--- config.mk ---
export PLATFORM = sky130hd
export DESIGN_NAME = axi4_rrch_arbiter
export DESIGN_NICKNAME = d
export VERILOG_FILES = /design/src/rtl/axi4_rrch_arbiter.sv
export SDC_FILE = /design/constraint.sdc
export NUM_CORES = 1
export LEC_CHECK = 0
export BUFFER_PORTS_ARGS = -buffer_cell sky130_fd_sc_hd__buf_2
export CAP_MARGIN = 20
export CORE_AREA = 2 2 84 86
export DETAILED_ROUTE_END_ITERATION = 7
export DIE_AREA = 0 0 86 88
export GPL_TIMING_DRIVEN = 0
export PLACE_DENSITY = 0.77
export SKIP_CTS_REPAIR_TIMING = 1
export SLEW_MARGIN = 20
export SYNTH_ARGS = -nofsm -noshare
export SYNTH_HDL_FRONTEND = slang
export SYNTH_SLANG_ARGS = --single-unit
--- constraint.sdc ---
create_clock -name axi4_aclk -period 3.27 [get_ports axi4_aclk]
set_input_delay 0.8175 -clock axi4_aclk [delete_from_list [all_inputs] [get_ports axi4_aclk]]
set_output_delay 0.8175 -clock axi4_aclk [all_outputs]
set_load 0.005 [all_outputs]
--- src/rtl/axi4_rrch_arbiter.sv ---
// Read-response channel arbiter: round-robin, burst-atomic sharing of the slave R channel
// between forwarded master bursts and locally generated SLVERR bursts. Option: AXI4_RRCH_ARB_DROP_CNT_EN.
module axi4_rrch_arbiter #(
    parameter int C_AXI_DATA_WIDTH  = 32,
    parameter int C_AXI_ID_WIDTH    = 4,
    parameter int C_AXI_USER_WIDTH  = 4,
    parameter int C_DROP_FIFO_DEPTH = 4
) (
    input  logic                        axi4_aclk,
    input  logic                        axi4_arst,
    input  logic                        drop_valid,
    input  logic [C_AXI_ID_WIDTH-1:0]   drop_id,
    input  logic [7:0]                  drop_len,
    output logic                        drop_ready,
    input  logic [C_AXI_ID_WIDTH-1:0]   m_axi4_rid,
    input  logic [1:0]                  m_axi4_rresp,
    input  logic [C_AXI_DATA_WIDTH-1:0] m_axi4_rdata,
    input  logic                        m_axi4_rlast,
    input  logic                        m_axi4_rvalid,
    input  logic [C_AXI_USER_WIDTH-1:0] m_axi4_ruser,
    output logic                        m_axi4_rready,
    output logic [C_AXI_ID_WIDTH-1:0]   s_axi4_rid,
    output logic [1:0]                  s_axi4_rresp,
    output logic [C_AXI_DATA_WIDTH-1:0] s_axi4_rdata,
    output logic                        s_axi4_rlast,
    output logic                        s_axi4_rvalid,
    output logic [C_AXI_USER_WIDTH-1:0] s_axi4_ruser,
    input  logic                        s_axi4_rready
`ifdef AXI4_RRCH_ARB_DROP_CNT_EN
    ,
    output logic [15:0]                 drop_cnt,
    input  logic                        drop_cnt_clr
`endif
);

    localparam int AW = $clog2(C_DROP_FIFO_DEPTH);
    localparam logic [AW:0] DEPTH_L = (AW+1)'(C_DROP_FIFO_DEPTH);

    typedef struct packed {
        logic [C_AXI_ID_WIDTH-1:0] id;
        logic [7:0]                len;
    } drop_req_t;

    typedef enum logic [1:0] {ST_IDLE, ST_FWD, ST_DROP} state_t;

    drop_req_t   fifo_mem [C_DROP_FIFO_DEPTH];
    drop_req_t   head;
    logic [AW-1:0] wr_ptr, rd_ptr;
    logic [AW:0] fill;
    logic        full, empty, push, pop;

    state_t      state, state_nxt;
    logic        last_drop;
    logic [7:0]  beat_cnt;
    logic        grant_fwd, grant_drop;

    assign head       = fifo_mem[rd_ptr];
    assign full       = (fill == DEPTH_L);
    assign empty      = (fill == '0);
    assign drop_ready = !full;
    // Push is gated on full alone, so a same-cycle pop never frees a slot early.
    assign push       = drop_valid && !full;
    assign pop        = (state == ST_DROP) && s_axi4_rready && (beat_cnt == 8'd0);

    always_ff @(posedge axi4_aclk) begin
        if (push) fifo_mem[wr_ptr] <= '{id: drop_id, len: drop_len};
    end

    always_ff @(posedge axi4_aclk or posedge axi4_arst) begin
        if (axi4_arst) begin
            wr_ptr <= '0;
            rd_ptr <= '0;
            fill   <= '0;
        end else begin
            if (push) wr_ptr <= wr_ptr + 1'b1;
            if (pop)  rd_ptr <= rd_ptr + 1'b1;
            case ({push, pop})
                2'b10:   fill <= fill + 1'b1;
                2'b01:   fill <= fill - 1'b1;
                default: fill <= fill;
            endcase
        end
    end

    always_ff @(posedge axi4_aclk or posedge axi4_arst) begin
        if (axi4_arst) begin
            state     <= ST_IDLE;
            last_drop <= 1'b0;
            beat_cnt  <= 8'd0;
        end else begin
            state <= state_nxt;
            if (grant_drop) begin
                last_drop <= 1'b1;
                beat_cnt  <= head.len;
            end else if (grant_fwd) begin
                last_drop <= 1'b0;
            end else if (state == ST_DROP && s_axi4_rready && beat_cnt != 8'd0) begin
                beat_cnt <= beat_cnt - 8'd1;
            end
        end
    end

    always_comb begin
        state_nxt     = state;
        grant_fwd     = 1'b0;
        grant_drop    = 1'b0;
        s_axi4_rid    = '0;
        s_axi4_rresp  = 2'b00;
        s_axi4_rdata  = '0;
        s_axi4_rlast  = 1'b0;
        s_axi4_rvalid = 1'b0;
        s_axi4_ruser  = '0;
        m_axi4_rready = 1'b0;
        case (state)
            ST_IDLE: begin
                // On contention the source that did not win last time goes first.
                if (m_axi4_rvalid && !empty) begin
                    grant_fwd  = last_drop;
                    grant_drop = !last_drop;
                end else begin
                    grant_fwd  = m_axi4_rvalid;
                    grant_drop = !empty;
                end
                if (grant_fwd)  state_nxt = ST_FWD;
                if (grant_drop) state_nxt = ST_DROP;
            end
            ST_FWD: begin
                s_axi4_rid    = m_axi4_rid;
                s_axi4_rresp  = m_axi4_rresp;
                s_axi4_rdata  = m_axi4_rdata;
                s_axi4_rlast  = m_axi4_rlast;
                s_axi4_rvalid = m_axi4_rvalid;
                s_axi4_ruser  = m_axi4_ruser;
                m_axi4_rready = s_axi4_rready;
                if (m_axi4_rvalid && s_axi4_rready && m_axi4_rlast) state_nxt = ST_IDLE;
            end
            ST_DROP: begin
                s_axi4_rvalid = 1'b1;
                s_axi4_rid    = head.id;
                s_axi4_rresp  = 2'b10;
                s_axi4_rlast  = (beat_cnt == 8'd0);
                if (pop) state_nxt = ST_IDLE;
            end
            default: state_nxt = ST_IDLE;
        endcase
    end

`ifdef AXI4_RRCH_ARB_DROP_CNT_EN
    always_ff @(posedge axi4_aclk or posedge axi4_arst) begin
        if (axi4_arst)                        drop_cnt <= 16'd0;
        else if (drop_cnt_clr)                drop_cnt <= 16'd0;
        else if (pop && drop_cnt != 16'hFFFF) drop_cnt <= drop_cnt + 16'd1;
    end
`endif

endmodule

# Word-level counts from Yosys, hierarchy flattened
# Memories as Yosys holds them, arrays and structs flattened.
# Cells that the tools add are included.
# classes
n_reduce_logical,19
eq_ne,9
n_addsub,5
muxes,26
# ops
cell,count
$mux 32,1
$mux 8,3
$mux 1,11
$logic_not 8->1,1
$mux 2,4
$pmux 4 s2,1
$reduce_bool 8->1,1
$sub 8x1->8 const B,1
$logic_and 1x1->1,7
$pmux 2 s3,1
$pmux 3 s2,1
$reduce_bool 2->1,3
$add 2x1->2 const B,2
$eq 2x1->1 const B,2
$eq 2x2->1 const B,2
$mux 4,1
$ne 2x2->1 const B,2
$pmux 1 s2,2
$pmux 2 s2,1
$add 3x1->3 const B,1
$eq 3x3->1 const B,1
$logic_not 1->1,3
$logic_not 3->1,1
$ne 3x3->1 const B,1
other kinds (5),5
# totals
wordCells,66
mem_count,1
mem_bits_rw,48
ff_bits,18
# mem_list
memory,words,word_bits,read_ports,rd_clocked_by_memory_dff,write_ports,line,source
fifo_mem,4,12,1,0,1,46,drop_req_t fifo_mem [C_DROP_FIFO_DEPTH];

# Longest topological paths before layout
# logic_depth
ltp_word,8
mapped_depth,12
ltp_nobuf,11

# Worst setup path before layout
# No wires, ideal clock.
# synth_path
path_kind,reg2reg
startpoint,register beat_cnt[0]
endpoint,register fill[2]
slack_ns,0.844
period_less_slack_ns,2.426
arrival_time_ns,2.347
path_stages_with_launch,13
path_cell_list,dfrtp_1 -> inv_1 -> ha_1 -> nand2b_1 -> or3b_1 -> buf_6 -> nor2_2 -> ha_1 -> inv_1 -> fa_1 -> xor2_1 -> nor2_1 -> xor2_1
# synth_via
elab_chain_len,4
# synth_rtl
element,line,source
"start, declared",54,logic [7:0] beat_cnt;
"start signal, assigned",94,beat_cnt <= head.len;
"start signal, assigned",98,beat_cnt <= beat_cnt - 8'd1;
$logic_not 8->1 *,63,assign pop = (state == ST_DROP) && s_axi4_rready && (beat_cnt == 8'd0);
$logic_and 1x1->1 *,63,
named net pop,50,"logic full, empty, push, pop;"
$eq 2x1->1 / $eq 2x2->1 (equally long branches),77,"case ({push, pop})"
$pmux 3 s2 / $reduce_bool 2->1 (equally long branches),--,
"end signal, assigned",78,2'b10: fill <= fill + 1'b1;
"end signal, assigned",79,2'b01: fill <= fill - 1'b1;
"end signal, assigned",80,default: fill <= fill;
"end, declared",49,logic [AW:0] fill;
# Mark *: on every way through the listed nets, which the timed path passes. The rest lies on a longest branch.
# A chain may end at the register's enable or synchronous reset.

# Final worst setup path
# layout_path
startpoint,register rd_ptr[1]
endpoint,output port s_axi4_rid[3]
# layout_via
elab_chain_len,2
# layout_rtl
element,line,source
"start, declared",48,"logic [AW-1:0] wr_ptr, rd_ptr;"
"start signal, assigned",76,if (pop) rd_ptr <= rd_ptr + 1'b1;
$mem_v2 4x12,--,
$pmux 4 s2,114,case (state)
"end, declared",22,"output logic [C_AXI_ID_WIDTH-1:0] s_axi4_rid,"
# Every way passes these cells.

==> impl_metrics.sql <==
INSERT INTO impl_metrics (metric_group, metric, value, unit) VALUES
('placement', 'placement.cell_area', '3830', 'um^2'),
('timing', 'clock_period_minus_final_worst_setup_slack', '2860', 'ps'),
('final_layout', 'fin_cells', '433', ''),
('synthesis', 'number_of_enable_type_register_cells_in_the_synthesized_netlist', '48', ''),
('power', 'post-layout-total-power', '3.09', 'mW'),
('global_route', 'number_of_antenna_violations_at_the_first_check_in_global_routing', '0', ''),
('synthesis', 'synth_largest_area_cell', 'sky130_fd_sc_hd__edfxtp_1', ''),
('worst_setup_path', 'worstReg2RegStart', 'beat_cnt[3]$_DFFE_PP0P_', ''),
('routing', 'post_drt_wl_per_cell', '15.7', 'um'),
('floorplan', 'ios', '106', ''),
('power', 'total_leakage_power', '1.76', 'nW'),
('synthesis', 'synth.net_count', '302', ''),
('clock_network', 'numCtsBuffers', '9', ''),
('floorplan', 'dieArea', '7570', 'um^2'),
('worst_setup_path', 'r2r_cells', '10', ''),
('global_route', 'global_route_overflow', '0', ''),
('synthesis', 'syn_avg_cell_area', '13.8', 'um^2'),
('run_status', 'outcome', 'completed', ''),
('min_path', 'holdCritPathClass', 'flop to flop', ''),
('timing', 'finalSetupViolCount', '0', ''),
('clock_network', 'cts.sink_count', '66', ''),
('routing', 'drt_first_pass_iters', '4', ''),
('synthesis', 'synth_top_family_by_area', 'simple AND/OR/NAND/NOR gates', ''),
('clock_network', 'ctsLongestPathBuffers', '2', ''),
('synthesis', 'netlist_instances', '232', ''),
('worst_setup_path', 'timing.rr.end', 'fill[2]$_DFFE_PP0P_', ''),
('routing', 'ant_nets', '0', ''),
('timing', 'timing_worst_slew_pin_value', '710', 'ps'),
('routing', 'first_iter_violations', '78', ''),
('placement', 'io_buffer_count', '105', ''),
('placement', 'finalWeightedCongestion', '0.779', ''),
('synthesis', 'yosys.area_share.adder', '4.14', '%'),
('synthesis', 'asyncSetResetFlopFracSynth', '27.3', '%'),
('routing', 'postRouteWirelength', '6790', 'um'),
('worst_setup_path', 'ff2ff_setup_slack', '670', 'ps'),
('worst_setup_path', 'endpoint_kind', 'primary output', ''),
('worst_setup_path', 'timing.critical_path.fanout_max', '10', ''),
('timing', 'finalCritPeriodShare', '87.6', '%'),
('timing', 'max-slew-margin-rel', '52.7', '%'),
('synthesis', 'synth_cell_types', '40', ''),
('min_path', 'hold_depth', '1', ''),
('synthesis', 'yosys.area_share.simple', '15.8', '%'),
('timing', 'clock.fmax', '349', 'MHz'),
('clock_network', 'cts_root_buffer', 'sky130_fd_sc_hd__clkbuf_8', ''),
('floorplan', 'dieWidth', '86', 'um'),
('synthesis', 'synth-seq-area-share', '59.1', '%'),
('worst_setup_path', 'worstSetupStartpointType', 'flop', ''),
('floorplan', 'core', '6640', 'um^2'),
('timing', 'tns', '0', 'ps'),
('synthesis', 'synth-xor-area-share', '3.56', '%'),
('run', 'max_cap_violations', '0', ''),
('placement', 'dpl.cell_count', '417', ''),
('synthesis', 'yosys_register_bits', '66', ''),
('clock_network', 'ctsHtreeMaxLevel', '3', ''),
('worst_setup_path', 'critical_path.startpoint', 'rd_ptr[1]$_DFFE_PP0P_', ''),
('global_route', 'grt_start_max_net_pins', '19', ''),
('synthesis', 'synth-compound-area-share', '3.64', '%'),
('routing', 'routed-via-count', '2230', ''),
('floorplan', 'chipHeight', '88', 'um'),
('worst_setup_path', 'worstPathArrival', '2050', 'ps'),
('worst_setup_path', 'worst-setup-path-type', 'flop to primary output', ''),
('synthesis', 'yosys_warnings', '0', ''),
('clock_network', 'insertion_delay', '340', 'ps'),
('clock_network', 'clock_tree_from_tritoncts', 'built', ''),
('routing', 'post-route-drc-count', '0', ''),
('worst_setup_path', 'crit_path_end', 's_axi4_rid[3]', ''),
('floorplan', 'initial_utilization', '48.2', '%'),
('final_layout', 'ratio_of_cells_with_drive_above_1_in_the_final_layout', '40.2', '%'),
('clock_network', 'clk_pin_slew_worst_paths', '70', 'ps'),
('routing', 'routed_via_density', '5.15', ''),
('final_layout', 'antenna_cells', '0', '');
## how the worst min path moves through the flow
stage	slack, ps	from	to
after floorplan	480	fill[2]$_DFFE_PP0P_	fill[2]$_DFFE_PP0P_
after global placement	500	fill[0]$_DFFE_PP0P_	fill[0]$_DFFE_PP0P_
after detailed placement	510	fill[2]$_DFFE_PP0P_	fill[2]$_DFFE_PP0P_
after CTS	520	fill[2]$_DFFE_PP0P_	fill[2]$_DFFE_PP0P_
after global routing	550	fill[2]$_DFFE_PP0P_	fill[2]$_DFFE_PP0P_
final	520	fill[2]$_DFFE_PP0P_	fill[2]$_DFFE_PP0P_
## sequential cells by signal (all words and copies together) (netlist names)
signal     cells
fifo_mem      48
fill           3
last_drop      1
rd_ptr         2
beat_cnt       8
wr_ptr         2
state          2
## critical path, cell delays in order, from the launching register on
cell,delay (ps)
sky130_fd_sc_hd__dfrtp_1,430
sky130_fd_sc_hd__buf_1,490
sky130_fd_sc_hd__mux4_2,420
sky130_fd_sc_hd__a22oi_1,170
sky130_fd_sc_hd__nor2b_1,70
sky130_fd_sc_hd__buf_2,120
## cells by family after synthesis
| family | count (synthesis) |
|---|---|
| buf+inv | 23 |
| fa+ha+maj | 10 |
| mux | 19 |
| compound gates | 18 |
| flops | 66 |
| xor+xnor | 13 |
| simple gates | 83 |
## synth_stat cells, types with 2 or more instances
library cell,count
sky130_fd_sc_hd__edfxtp_1,48
sky130_fd_sc_hd__and2_1,38
sky130_fd_sc_hd__dfrtp_1,18
sky130_fd_sc_hd__mux4_2,12
sky130_fd_sc_hd__inv_1,11
sky130_fd_sc_hd__nand2_1,10
sky130_fd_sc_hd__clkbuf_1,9
sky130_fd_sc_hd__ha_1,9
sky130_fd_sc_hd__xor2_1,8
sky130_fd_sc_hd__nor2b_1,7
sky130_fd_sc_hd__o21ai_1,6
sky130_fd_sc_hd__a22oi_1,5
sky130_fd_sc_hd__and3_1,5
sky130_fd_sc_hd__nand3_1,5
sky130_fd_sc_hd__xnor2_1,5
sky130_fd_sc_hd__a21oi_1,4
sky130_fd_sc_hd__mux2_2,3
sky130_fd_sc_hd__mux2i_1,3
sky130_fd_sc_hd__nand2b_1,2
sky130_fd_sc_hd__nand4_1,2
sky130_fd_sc_hd__nor3_1,2
sky130_fd_sc_hd__nor4_1,2
## cells in the final DEF, fill, tap and decap left out, types with 5 or more instances in the layout
| master | instances |
|---|---|
| sky130_fd_sc_hd__buf_2 | 106 |
| sky130_fd_sc_hd__edfxtp_1 | 48 |
| sky130_fd_sc_hd__and2_1 | 38 |
| sky130_fd_sc_hd__dfrtp_1 | 18 |
| sky130_fd_sc_hd__mux4_2 | 12 |
| sky130_fd_sc_hd__inv_1 | 11 |
| sky130_fd_sc_hd__clkbuf_8 | 11 |
| sky130_fd_sc_hd__clkbuf_1 | 10 |
| sky130_fd_sc_hd__nand2_1 | 10 |
| sky130_fd_sc_hd__ha_1 | 9 |
| sky130_fd_sc_hd__xor2_1 | 8 |
| sky130_fd_sc_hd__nor2b_1 | 7 |
| sky130_fd_sc_hd__o21ai_1 | 6 |
| sky130_fd_sc_hd__xnor2_1 | 5 |
| sky130_fd_sc_hd__nand3_1 | 5 |
| sky130_fd_sc_hd__a22oi_1 | 5 |
| sky130_fd_sc_hd__and3_1 | 5 |
## through the flow
| stage | hold slack (ps) | utilization, % | setup slack [ps] |
|---|---|---|---|
| after floorplan | 477 | - | 844 |
| after global placement | 504 | 57.6 | 710 |
| after detailed placement | 512 | 57.6 | 665 |
| after CTS | 524 | 61.0 | 357 |
| after global routing | 550 | 61.0 | 259 |
| final | 516 | 61.0 | 406 |
## routing by layer
layer,wire [um],track usage (%)
met1,2580,20.2
met2,3560,35.0
met3,482,5.37
met4,165,9.81
met5,0,0
## power by group
part	leakage (nW)	internal (mW)	total (mW)	switching, mW
Sequential	0.659	1.14	1.26	0.119
Combinational	0.987	0.502	1.06	0.560
Clock	0.117	0.471	0.765	0.294
Total	1.76	2.11	3.09	0.972
## cell type report
cell class	instances	area (um^2)
Timing Repair Buffer	105	526
Inverter	11	41.3
Fill cell	545	2590
Clock buffer	12	155
Multi-Input combinational cell	143	1210
Sequential cell	66	1890
Buffer	12	53.8
Clock inverter	4	73.8
Tap cell	80	100
Note: power is estimated with default switching activity, not from simulation.
